==> src/rtl/sha256_periph_pkg.sv <==
// rtl/sha256_periph_pkg.sv - register map, bit indices, responses and FSM states
package sha256_periph_pkg;

    localparam logic [31:0] DEF_BASE_ADDR  = 32'h3000_0000;
    localparam int          DEF_MSG_WORDS  = 16;
    localparam int          DEF_HASH_WORDS = 8;

    localparam logic [11:0] OFF_CTRL   = 12'h000;
    localparam logic [11:0] OFF_STATUS = 12'h004;
    localparam logic [11:0] OFF_MSG    = 12'h100;
    localparam logic [11:0] OFF_HASH   = 12'h200;

    localparam int CTRL_START   = 0;
    localparam int CTRL_INIT    = 1;
    localparam int CTRL_IRQ_EN  = 2;
    localparam int STATUS_DONE  = 0;
    localparam int STATUS_BUSY  = 1;

    localparam logic [1:0] RESP_OKAY   = 2'b00;
    localparam logic [1:0] RESP_SLVERR = 2'b10;

    typedef enum logic [1:0] {
        ST_IDLE    = 2'd0,
        ST_RUN     = 2'd1,
        ST_CAPTURE = 2'd2
    } state_e;

endpackage

==> src/rtl/axi4_sha256_periph_if.sv <==
// rtl/axi4_sha256_periph_if.sv - AXI4-Lite bus bundle with master/slave views
interface axi4_sha256_periph_if;

    logic        awvalid;
    logic        awready;
    logic [31:0] awaddr;
    logic        wvalid;
    logic        wready;
    logic [31:0] wdata;
    logic [3:0]  wstrb;
    logic        bvalid;
    logic        bready;
    logic [1:0]  bresp;
    logic        arvalid;
    logic        arready;
    logic [31:0] araddr;
    logic        rvalid;
    logic        rready;
    logic [31:0] rdata;
    logic [1:0]  rresp;

    modport master (
        output awvalid, awaddr, wvalid, wdata, wstrb, bready, arvalid, araddr, rready,
        input  awready, wready, bvalid, bresp, arready, rvalid, rdata, rresp
    );

    modport slave (
        input  awvalid, awaddr, wvalid, wdata, wstrb, bready, arvalid, araddr, rready,
        output awready, wready, bvalid, bresp, arready, rvalid, rdata, rresp
    );

endinterface

==> src/rtl/axi4l_slave_if.sv <==
// rtl/axi4l_slave_if.sv - AXI4-Lite handshakes reduced to single-cycle wr_en/rd_en strobes
module axi4l_slave_if
    import sha256_periph_pkg::*;
(
    input  logic                 clk,
    input  logic                 resetn,
    axi4_sha256_periph_if.slave  s_axi,
    output logic                 wr_en,
    output logic [31:0]          wr_addr,
    output logic [31:0]          wr_data,
    output logic [3:0]           wr_strb,
    input  logic                 wr_err,
    output logic                 rd_en,
    output logic [31:0]          rd_addr,
    input  logic [31:0]          rd_data,
    input  logic                 rd_err
);

    logic        rdy_q, rdy_d;
    logic        aw_held_q, aw_held_d;
    logic [31:0] awaddr_q, awaddr_d;
    logic        w_held_q, w_held_d;
    logic [31:0] wdata_q, wdata_d;
    logic [3:0]  wstrb_q, wstrb_d;
    logic        bvalid_q, bvalid_d;
    logic [1:0]  bresp_q, bresp_d;
    logic        rvalid_q, rvalid_d;
    logic [31:0] rdata_q, rdata_d;
    logic [1:0]  rresp_q, rresp_d;

    // Readies stay low through reset and the first cycle after it so every output reads 0 in reset.
    assign s_axi.awready = rdy_q && !aw_held_q && !bvalid_q;
    assign s_axi.wready  = rdy_q && !w_held_q && !bvalid_q;
    assign s_axi.arready = rdy_q && !rvalid_q;
    assign s_axi.bvalid  = bvalid_q;
    assign s_axi.bresp   = bresp_q;
    assign s_axi.rvalid  = rvalid_q;
    assign s_axi.rdata   = rdata_q;
    assign s_axi.rresp   = rresp_q;

    assign wr_en   = aw_held_q && w_held_q && !bvalid_q;
    assign wr_addr = awaddr_q;
    assign wr_data = wdata_q;
    assign wr_strb = wstrb_q;
    assign rd_en   = s_axi.arvalid && s_axi.arready;
    assign rd_addr = s_axi.araddr;

    always_comb begin
        rdy_d     = 1'b1;
        aw_held_d = aw_held_q;
        awaddr_d  = awaddr_q;
        w_held_d  = w_held_q;
        wdata_d   = wdata_q;
        wstrb_d   = wstrb_q;
        bvalid_d  = bvalid_q;
        bresp_d   = bresp_q;
        rvalid_d  = rvalid_q;
        rdata_d   = rdata_q;
        rresp_d   = rresp_q;

        if (s_axi.awvalid && s_axi.awready) begin
            aw_held_d = 1'b1;
            awaddr_d  = s_axi.awaddr;
        end
        if (s_axi.wvalid && s_axi.wready) begin
            w_held_d = 1'b1;
            wdata_d  = s_axi.wdata;
            wstrb_d  = s_axi.wstrb;
        end
        if (wr_en) begin
            aw_held_d = 1'b0;
            w_held_d  = 1'b0;
            bvalid_d  = 1'b1;
            bresp_d   = wr_err ? RESP_SLVERR : RESP_OKAY;
        end else if (bvalid_q && s_axi.bready) begin
            bvalid_d = 1'b0;
        end

        if (rd_en) begin
            rvalid_d = 1'b1;
            rdata_d  = rd_err ? 32'h0 : rd_data;
            rresp_d  = rd_err ? RESP_SLVERR : RESP_OKAY;
        end else if (rvalid_q && s_axi.rready) begin
            rvalid_d = 1'b0;
        end
    end

    always_ff @(posedge clk or negedge resetn) begin
        if (!resetn) begin
            rdy_q     <= 1'b0;
            aw_held_q <= 1'b0;
            awaddr_q  <= '0;
            w_held_q  <= 1'b0;
            wdata_q   <= '0;
            wstrb_q   <= '0;
            bvalid_q  <= 1'b0;
            bresp_q   <= RESP_OKAY;
            rvalid_q  <= 1'b0;
            rdata_q   <= '0;
            rresp_q   <= RESP_OKAY;
        end else begin
            rdy_q     <= rdy_d;
            aw_held_q <= aw_held_d;
            awaddr_q  <= awaddr_d;
            w_held_q  <= w_held_d;
            wdata_q   <= wdata_d;
            wstrb_q   <= wstrb_d;
            bvalid_q  <= bvalid_d;
            bresp_q   <= bresp_d;
            rvalid_q  <= rvalid_d;
            rdata_q   <= rdata_d;
            rresp_q   <= rresp_d;
        end
    end

endmodule

==> src/rtl/axi4_sha256_periph.sv <==
// rtl/axi4_sha256_periph.sv - SHA-256 core register file, launch/capture FSM and AXI4-Lite front end
module axi4_sha256_periph
    import sha256_periph_pkg::*;
#(
    parameter logic [31:0] BASE_ADDR  = DEF_BASE_ADDR,
    parameter int          MSG_WORDS  = DEF_MSG_WORDS,
    parameter int          HASH_WORDS = DEF_HASH_WORDS
) (
    input  logic                     clk,
    input  logic                     resetn,
    axi4_sha256_periph_if.slave      s_axi,
    output logic [MSG_WORDS*32-1:0]  core_message,
    output logic                     core_start,
    output logic                     core_init,
    input  logic                     core_ready,
    input  logic [HASH_WORDS*32-1:0] core_hash,
    output logic                     irq
);

    logic        wr_en, wr_err, rd_en, rd_err;
    logic [31:0] wr_addr, wr_data, rd_addr, rd_data;
    logic [3:0]  wr_strb;
    logic [11:0] wr_off, rd_off;
    logic        busy, start_req, msg_hit, rd_hit;

    state_e      state_q, state_d;
    logic        init_q, init_d;
    logic        irq_en_q, irq_en_d;
    logic        done_q, done_d;
    logic        core_start_q, core_start_d;
    logic [31:0] msg_q  [MSG_WORDS];
    logic [31:0] msg_d  [MSG_WORDS];
    logic [31:0] hash_q [HASH_WORDS];
    logic [31:0] hash_d [HASH_WORDS];

    axi4l_slave_if u_slv (
        .clk     (clk),
        .resetn  (resetn),
        .s_axi   (s_axi),
        .wr_en   (wr_en),
        .wr_addr (wr_addr),
        .wr_data (wr_data),
        .wr_strb (wr_strb),
        .wr_err  (wr_err),
        .rd_en   (rd_en),
        .rd_addr (rd_addr),
        .rd_data (rd_data),
        .rd_err  (rd_err)
    );

    assign busy       = (state_q != ST_IDLE);
    assign wr_off     = wr_addr[11:0];
    assign rd_off     = rd_addr[11:0];
    assign core_start = core_start_q;
    assign core_init  = init_q;
    assign irq        = done_q & irq_en_q;

    always_comb begin
        core_message = '0;
        for (int i = 0; i < MSG_WORDS; i++) begin
            core_message[(MSG_WORDS-1-i)*32 +: 32] = msg_q[i];
        end
    end

    always_comb begin
        state_d      = state_q;
        init_d       = init_q;
        irq_en_d     = irq_en_q;
        done_d       = done_q;
        core_start_d = 1'b0;
        msg_d        = msg_q;
        hash_d       = hash_q;
        wr_err       = 1'b0;
        start_req    = 1'b0;
        msg_hit      = 1'b0;

        if (wr_en) begin
            if (wr_addr[31:12] != BASE_ADDR[31:12] || wr_addr[1:0] != 2'b00) begin
                wr_err = 1'b1;
            end else if (wr_off == OFF_CTRL) begin
                if (busy) begin
                    wr_err = 1'b1;
                end else if (wr_strb[0]) begin
                    start_req = wr_data[CTRL_START];
                    init_d    = wr_data[CTRL_INIT];
                    irq_en_d  = wr_data[CTRL_IRQ_EN];
                end
            end else if (wr_off == OFF_STATUS) begin
                if (wr_strb[0] && wr_data[STATUS_DONE]) begin
                    done_d = 1'b0;
                end
            end else if (wr_off[11:8] == OFF_MSG[11:8]) begin
                for (int i = 0; i < MSG_WORDS; i++) begin
                    if (wr_off[7:2] == i[5:0]) begin
                        msg_hit = 1'b1;
                        for (int b = 0; b < 4; b++) begin
                            if (!busy && wr_strb[b]) begin
                                msg_d[i][8*b +: 8] = wr_data[8*b +: 8];
                            end
                        end
                    end
                end
                wr_err = !msg_hit || busy;
            end else begin
                wr_err = 1'b1;
            end
        end

        // FSM runs after the register decode so a CAPTURE in the same cycle as a DONE W1C keeps DONE set.
        case (state_q)
            ST_IDLE: begin
                if (start_req) begin
                    core_start_d = 1'b1;
                    done_d       = 1'b0;
                    state_d      = ST_RUN;
                end
            end
            ST_RUN: begin
                if (!core_start_q && core_ready) begin
                    state_d = ST_CAPTURE;
                end
            end
            ST_CAPTURE: begin
                for (int i = 0; i < HASH_WORDS; i++) begin
                    hash_d[i] = core_hash[(HASH_WORDS-1-i)*32 +: 32];
                end
                done_d  = 1'b1;
                state_d = ST_IDLE;
            end
            default: state_d = ST_IDLE;
        endcase
    end

    always_comb begin
        rd_data = '0;
        rd_err  = 1'b0;
        rd_hit  = 1'b0;
        if (rd_en) begin
            if (rd_addr[31:12] != BASE_ADDR[31:12] || rd_addr[1:0] != 2'b00) begin
                rd_err = 1'b1;
            end else if (rd_off == OFF_CTRL) begin
                rd_data[CTRL_IRQ_EN] = irq_en_q;
                rd_data[CTRL_INIT]   = init_q;
            end else if (rd_off == OFF_STATUS) begin
                rd_data[STATUS_DONE] = done_q;
                rd_data[STATUS_BUSY] = busy;
            end else if (rd_off[11:8] == OFF_MSG[11:8]) begin
                for (int i = 0; i < MSG_WORDS; i++) begin
                    if (rd_off[7:2] == i[5:0]) begin
                        rd_hit  = 1'b1;
                        rd_data = msg_q[i];
                    end
                end
                rd_err = !rd_hit;
            end else if (rd_off[11:8] == OFF_HASH[11:8]) begin
                for (int i = 0; i < HASH_WORDS; i++) begin
                    if (rd_off[7:2] == i[5:0]) begin
                        rd_hit  = 1'b1;
                        rd_data = hash_q[i];
                    end
                end
                rd_err = !rd_hit;
            end else begin
                rd_err = 1'b1;
            end
        end
    end

    always_ff @(posedge clk or negedge resetn) begin
        if (!resetn) begin
            state_q      <= ST_IDLE;
            init_q       <= 1'b0;
            irq_en_q     <= 1'b0;
            done_q       <= 1'b0;
            core_start_q <= 1'b0;
            for (int i = 0; i < MSG_WORDS; i++)  msg_q[i]  <= '0;
            for (int i = 0; i < HASH_WORDS; i++) hash_q[i] <= '0;
        end else begin
            state_q      <= state_d;
            init_q       <= init_d;
            irq_en_q     <= irq_en_d;
            done_q       <= done_d;
            core_start_q <= core_start_d;
            msg_q        <= msg_d;
            hash_q       <= hash_d;
        end
    end

endmodule

==> src/flat_wrapper.sv <==
// flat-port wrapper written by rule: the top's interface ports become plain ports
module axi4_sha256_periph_flat import sha256_periph_pkg::*;
#(
    parameter logic [31:0] BASE_ADDR  = DEF_BASE_ADDR,
    parameter int          MSG_WORDS  = DEF_MSG_WORDS,
    parameter int          HASH_WORDS = DEF_HASH_WORDS
)
  (clk, resetn, core_message, core_start, core_init, core_ready, core_hash, irq, s_axi_awvalid, s_axi_awaddr, s_axi_wvalid, s_axi_wdata, s_axi_wstrb, s_axi_bready, s_axi_arvalid, s_axi_araddr, s_axi_rready, s_axi_awready, s_axi_wready, s_axi_bvalid, s_axi_bresp, s_axi_arready, s_axi_rvalid, s_axi_rdata, s_axi_rresp);
  axi4_sha256_periph_if s_axi_i ();
  input  logic clk;
  input  logic resetn;
  output logic [MSG_WORDS*32-1:0] core_message;
  output logic core_start;
  output logic core_init;
  input  logic core_ready;
  input  logic [HASH_WORDS*32-1:0] core_hash;
  output logic irq;
  input wire logic [$bits(s_axi_i.awvalid)-1:0] s_axi_awvalid;
  input wire logic [$bits(s_axi_i.awaddr)-1:0] s_axi_awaddr;
  input wire logic [$bits(s_axi_i.wvalid)-1:0] s_axi_wvalid;
  input wire logic [$bits(s_axi_i.wdata)-1:0] s_axi_wdata;
  input wire logic [$bits(s_axi_i.wstrb)-1:0] s_axi_wstrb;
  input wire logic [$bits(s_axi_i.bready)-1:0] s_axi_bready;
  input wire logic [$bits(s_axi_i.arvalid)-1:0] s_axi_arvalid;
  input wire logic [$bits(s_axi_i.araddr)-1:0] s_axi_araddr;
  input wire logic [$bits(s_axi_i.rready)-1:0] s_axi_rready;
  output wire logic [$bits(s_axi_i.awready)-1:0] s_axi_awready;
  output wire logic [$bits(s_axi_i.wready)-1:0] s_axi_wready;
  output wire logic [$bits(s_axi_i.bvalid)-1:0] s_axi_bvalid;
  output wire logic [$bits(s_axi_i.bresp)-1:0] s_axi_bresp;
  output wire logic [$bits(s_axi_i.arready)-1:0] s_axi_arready;
  output wire logic [$bits(s_axi_i.rvalid)-1:0] s_axi_rvalid;
  output wire logic [$bits(s_axi_i.rdata)-1:0] s_axi_rdata;
  output wire logic [$bits(s_axi_i.rresp)-1:0] s_axi_rresp;
  assign s_axi_i.awvalid = s_axi_awvalid;
  assign s_axi_i.awaddr = s_axi_awaddr;
  assign s_axi_i.wvalid = s_axi_wvalid;
  assign s_axi_i.wdata = s_axi_wdata;
  assign s_axi_i.wstrb = s_axi_wstrb;
  assign s_axi_i.bready = s_axi_bready;
  assign s_axi_i.arvalid = s_axi_arvalid;
  assign s_axi_i.araddr = s_axi_araddr;
  assign s_axi_i.rready = s_axi_rready;
  assign s_axi_awready = s_axi_i.awready;
  assign s_axi_wready = s_axi_i.wready;
  assign s_axi_bvalid = s_axi_i.bvalid;
  assign s_axi_bresp = s_axi_i.bresp;
  assign s_axi_arready = s_axi_i.arready;
  assign s_axi_rvalid = s_axi_i.rvalid;
  assign s_axi_rdata = s_axi_i.rdata;
  assign s_axi_rresp = s_axi_i.rresp;
  axi4_sha256_periph #(.BASE_ADDR(BASE_ADDR), .MSG_WORDS(MSG_WORDS), .HASH_WORDS(HASH_WORDS)) u_core (.clk(clk), .resetn(resetn), .s_axi(s_axi_i), .core_message(core_message), .core_start(core_start), .core_init(core_init), .core_ready(core_ready), .core_hash(core_hash), .irq(irq));
endmodule
==> config.mk <==
export PLATFORM = sky130hd
export DESIGN_NAME = axi4_sha256_periph_flat
export DESIGN_NICKNAME = d
export VERILOG_FILES = /design/src/rtl/sha256_periph_pkg.sv /design/src/rtl/axi4_sha256_periph_if.sv /design/src/rtl/axi4l_slave_if.sv /design/src/rtl/axi4_sha256_periph.sv /design/src/flat_wrapper.sv
export SDC_FILE = /design/constraint.sdc
export NUM_CORES = 1
export LEC_CHECK = 0
export ABC_AREA = 1
export CORE_AREA = 3 3 352 354
export DETAILED_ROUTE_END_ITERATION = 10
export DIE_AREA = 0 0 355 357
export GPL_TIMING_DRIVEN = 0
export HOLD_SLACK_MARGIN = 0.02
export PLACE_DENSITY = 0.66
export SYNTH_ARGS = -nofsm -noshare
export SYNTH_HDL_FRONTEND = slang
export SYNTH_SLANG_ARGS = --single-unit
==> constraint.sdc <==
create_clock -name clk -period 6.85 [get_ports clk]
set_clock_uncertainty 0.2 [all_clocks]
set_input_delay 1.37 -clock clk [delete_from_list [all_inputs] [get_ports clk]]
set_output_delay 1.37 -clock clk [all_outputs]
set_load 0.01 [all_outputs]
==> flow_metrics.tcl <==
set metrics [dict create \
    status "finished with violations" \
    ant_nets 0 \
    antenna_found_initial 28 \
    min_path_cells 1 \
    cts_tree "yes" \
    clockRootBuffer "clkbuf_16" \
    p_switching_mw 3.91 \
    cp-startpoint "s_axi_araddr[5]" \
    slew_headroom_pct -0.850 \
    p_sw_share_pct 29.6 \
    grt-busiest-layer "met2" \
    fp.dieArea_sq_mm 0.127 \
    insertion_delay_ps 680 \
    max_freq_ghz 0.155 \
    worst_slew_pin_slew_ps 1510 \
    synth-edff-count 0 \
    async_flop_share_pct 100 \
    p_seq_share_pct 43.7 \
    io_buffers 917 \
    dpl-instance-area_sq_mm 0.0507 \
    via_per_inst 5.30 \
    clock_power_share_pct 41.4 \
    grt_pass1_vias 36800 \
    nFillCells 11900 \
    netlist_instances 4285 \
    vias 37300 \
    num_io_pins 920 \
    final_max_slew_viol_count 11 \
    grt_pass1_wl_um 283000 \
    yosysTopAreaCell "dfrtp_1" \
    post_cts_buffers 0 \
    peakVddDrop_mv 0.179 \
    wl_per_cell_um 29.3 \
    period_needed_ps 6470 \
    hpwl_um 164000 \
    hold_viol 0 \
    final_layout_size_suffix_gt1_share_pct 10.7 \
    path_cells "clkdlybuf4s50_1, nor2_1, clkbuf_1, nand3_2, clkinv_1, clkbuf_1, a21oi_1, nand2_1, o21ai_0, nand4_1, o211ai_1, a21oi_1, nand2_1, nand2_1" \
    syn_avg_cell_area_sq_um 9.13 \
    yosysTopAreaCellShare_pct 56.3 \
    htreeDepth 3 \
    reg2reg_to "u_core.core_message[410]" \
    cts_buffer_depth 3 \
    rsz0062_at_grt "no" \
    die_h_um 357 \
    power_mw 13.2 \
    cp.required_ps 7260 \
    critical_path_buf_inv_count 4 \
    drc 0 \
    synthToLayoutAreaGrowth_pct 38.0 \
    met2_usage_pct 50.9 \
    crit_top_cell "nand2_1" \
    gr-usage-met3_pct 10.3 \
    p_int_mw 9.31 \
    synth.area.top_cells "dfrtp_1 56%, nand2_1 12%, mux2_2 5.7%" \
    core_sq_mm 0.121 \
    reg2reg_slack_ps 2670 \
    synth-seq-cells 881 \
    violations "capacitance limit, slew limit" \
    hp-class "reg2reg" \
    rows 128 \
    synth_cell_type_count 41 \
    crit_path_max_incr_delay_ps 1110 \
    path_max_fanout 11 \
    wl_um 206000 \
    p_comb_share_pct 14.9 \
    grt_usage_pct 31.6 \
    drt-pass1-iter-count 5 \
    routabilityCongestion 0.959 \
    rr_startpoint "u_core.u_slv.wr_addr[7]" \
    globalRouteOverflowTotal 0 \
    critPathKind "in2reg" \
    critical-path-slowest-cell "clkbuf_1" \
    finish.net_count 5679 \
    initial_utilization_pct 32.2 \
    clkTransAtPathRegs_ps 60 \
    p_per_area_mw_per_mm2 245 \
    most-common-layout-cells "1,252 x nand2_1, 916 x clkdlybuf4s50_1, 881 x dfrtp_1, 395 x o21ai_0, 248 x inv_1" \
    final_common_cell "nand2_1" \
    p_leak_nw 23.9 \
    setup_viol_count_final 0 \
    ys.warnings.count 0 \
    grt_max_degree 117 \
    grt.met1_usage_pct 37.5 \
    start_kind "input port" \
    period_share_pct 94.4 \
    ys.flop_type "dfrtp_1" \
    reg2reg_depth 12 \
    max_cap_violations 1 \
    drt-initial-drc-count 4247 \
    cts_buffers 99 \
    end_kind "flop" \
    ys_seq_area_share_pct 56.3 \
    die_x_um 355 \
    hold_end "u_core.state_q[1]" \
    cts.sinks 881 \
    holdCritStartpoint "u_core.core_start" \
    cp_data_arrival_time_ps 6880 \
    fin_area_sq_mm 0.0540 \
    path_delay_family "buffers and inverters" \
    synth_area_sq_mm 0.0391 \
]
-- layout make-up --
cell class,count,area [sq um],share of cell area [%]
diodes,22,55.1,0.102
plain buffers,250,1460,2.70
clock buffers,134,2830,5.24
clock inverters,45,463,0.857
inverters,252,946,1.75
multi-input cells,2903,14700,27.2
flip-flops and latches,881,22000,40.8
well taps,1625,2030,3.76
repair buffers,928,9470,17.5
-- per-stage QoR --
step,instances,setup WS [ps],hold WS (ps),utilization (%),TNS (ps)
4_1_cts,7018,38.7,269,44.4,0
3_5_place_dp,6839,-691,261,41.7,-5390
6_report,7040,383,273,44.5,0
2_1_floorplan,4286,3510,271,-,0
3_3_place_gp,6828,-36810,248,41.5,-
5_1_grt,7028,301,285,44.5,0
-- cells by family (layout without fill, tap and decap cells) --
logic type,count (synthesis),after routing,synth area share [%]
multiplexers,197,197,5.67
AND/OR/NAND/NOR,1768,1768,19.1
buffers and inverters,502,1609,6.12
AO/OA/AOI/OAI,935,935,12.8
other,2,25,0.0192
flip-flops,881,881,56.3
-- metal layers --
layer | vias to the layer above | part of all wire [%] | routed length, um
met4 | 6 | 6.1 | 12500
met5 | - | 0.017 | 36
li1 | 16200 | - | -
met3 | 456 | 11 | 22000
met1 | 18400 | 37 | 76400
met2 | 2147 | 46 | 95000
-- cells in the mapped netlist, types with 31 or more instances --
master and number:
nand2_1 1252, dfrtp_1 881, o21ai_0 395, inv_1 248, nor2_1 227, a21oi_1 214
o21ai_1 211, mux2_2 197, clkbuf_1 163, nand3_1 94, nand4_1 78, buf_6 59
or2_2 48, o22ai_1 39, nand2_4 31, o21ai_2 31
-- power by group through the flow --
stage | logic [mW] | clock network, mW | registers [mW]
4_1_cts | 1.94 | 5.52 | 5.77
6_report | 1.97 | 5.47 | 5.78
2_1_floorplan | 0.878 | 0 | 5.81
5_1_grt | 2.09 | 5.72 | 5.81
3_3_place_gp | 1.88 | 0 | 5.89
3_5_place_dp | 1.93 | 0 | 5.87
-- what timing repair did --
item / in CTS / in global routing
hold buffers: 0 / 0
gates resized for setup: 0 / 1
endpoints found under the setup margin: 0 / 1
-- worst max path at each step --
stage | end | slack [ps] | cells past startpoint
after global placement | u_core.core_message[408] | -36810 | 1
after global routing | u_core.u_slv.s_axi.rdata[13] | 300 | 16
after detailed placement | u_core.u_slv.s_axi.rdata[31] | -690 | 14
final | u_core.u_slv.s_axi.rdata[31] | 380 | 14
after CTS | u_core.u_slv.s_axi.rdata[31] | 40 | 14
after floorplan | u_core.u_slv.s_axi.rdata[14] | 3510 | 17
-- worst register-to-register path: stages, from the launching register on --
cell     delay [ps]
dfrtp_1         400
nor2_1          200
nand2_1         110
nor2_1          110
inv_1           150
nor2_1         1080
o21ai_0         450
nand2_4         260
nor3_4          120
buf_6           210
nand2_1         390
buf_6           230
o21ai_0         110
-- flip-flops by register name, summed over array words and instances, names as in the netlist --
signal and count:
u_core.core_message 512, u_core.hash_q 256, u_core.u_slv.s_axi.rdata 32, u_core.u_slv.wr_addr 32
u_core.u_slv.wr_data 32, u_core.u_slv.wr_strb 4, u_core.state_q 2, u_core.core_init 1
u_core.core_start 1, u_core.done_q 1, u_core.irq_en_q 1, u_core.u_slv.aw_held_q 1
u_core.u_slv.rdy_q 1, u_core.u_slv.s_axi.bresp 1, u_core.u_slv.s_axi.bvalid 1, u_core.u_slv.s_axi.rresp 1
u_core.u_slv.s_axi.rvalid 1, u_core.u_slv.w_held_q 1
(Power assumes the default switching activity.)
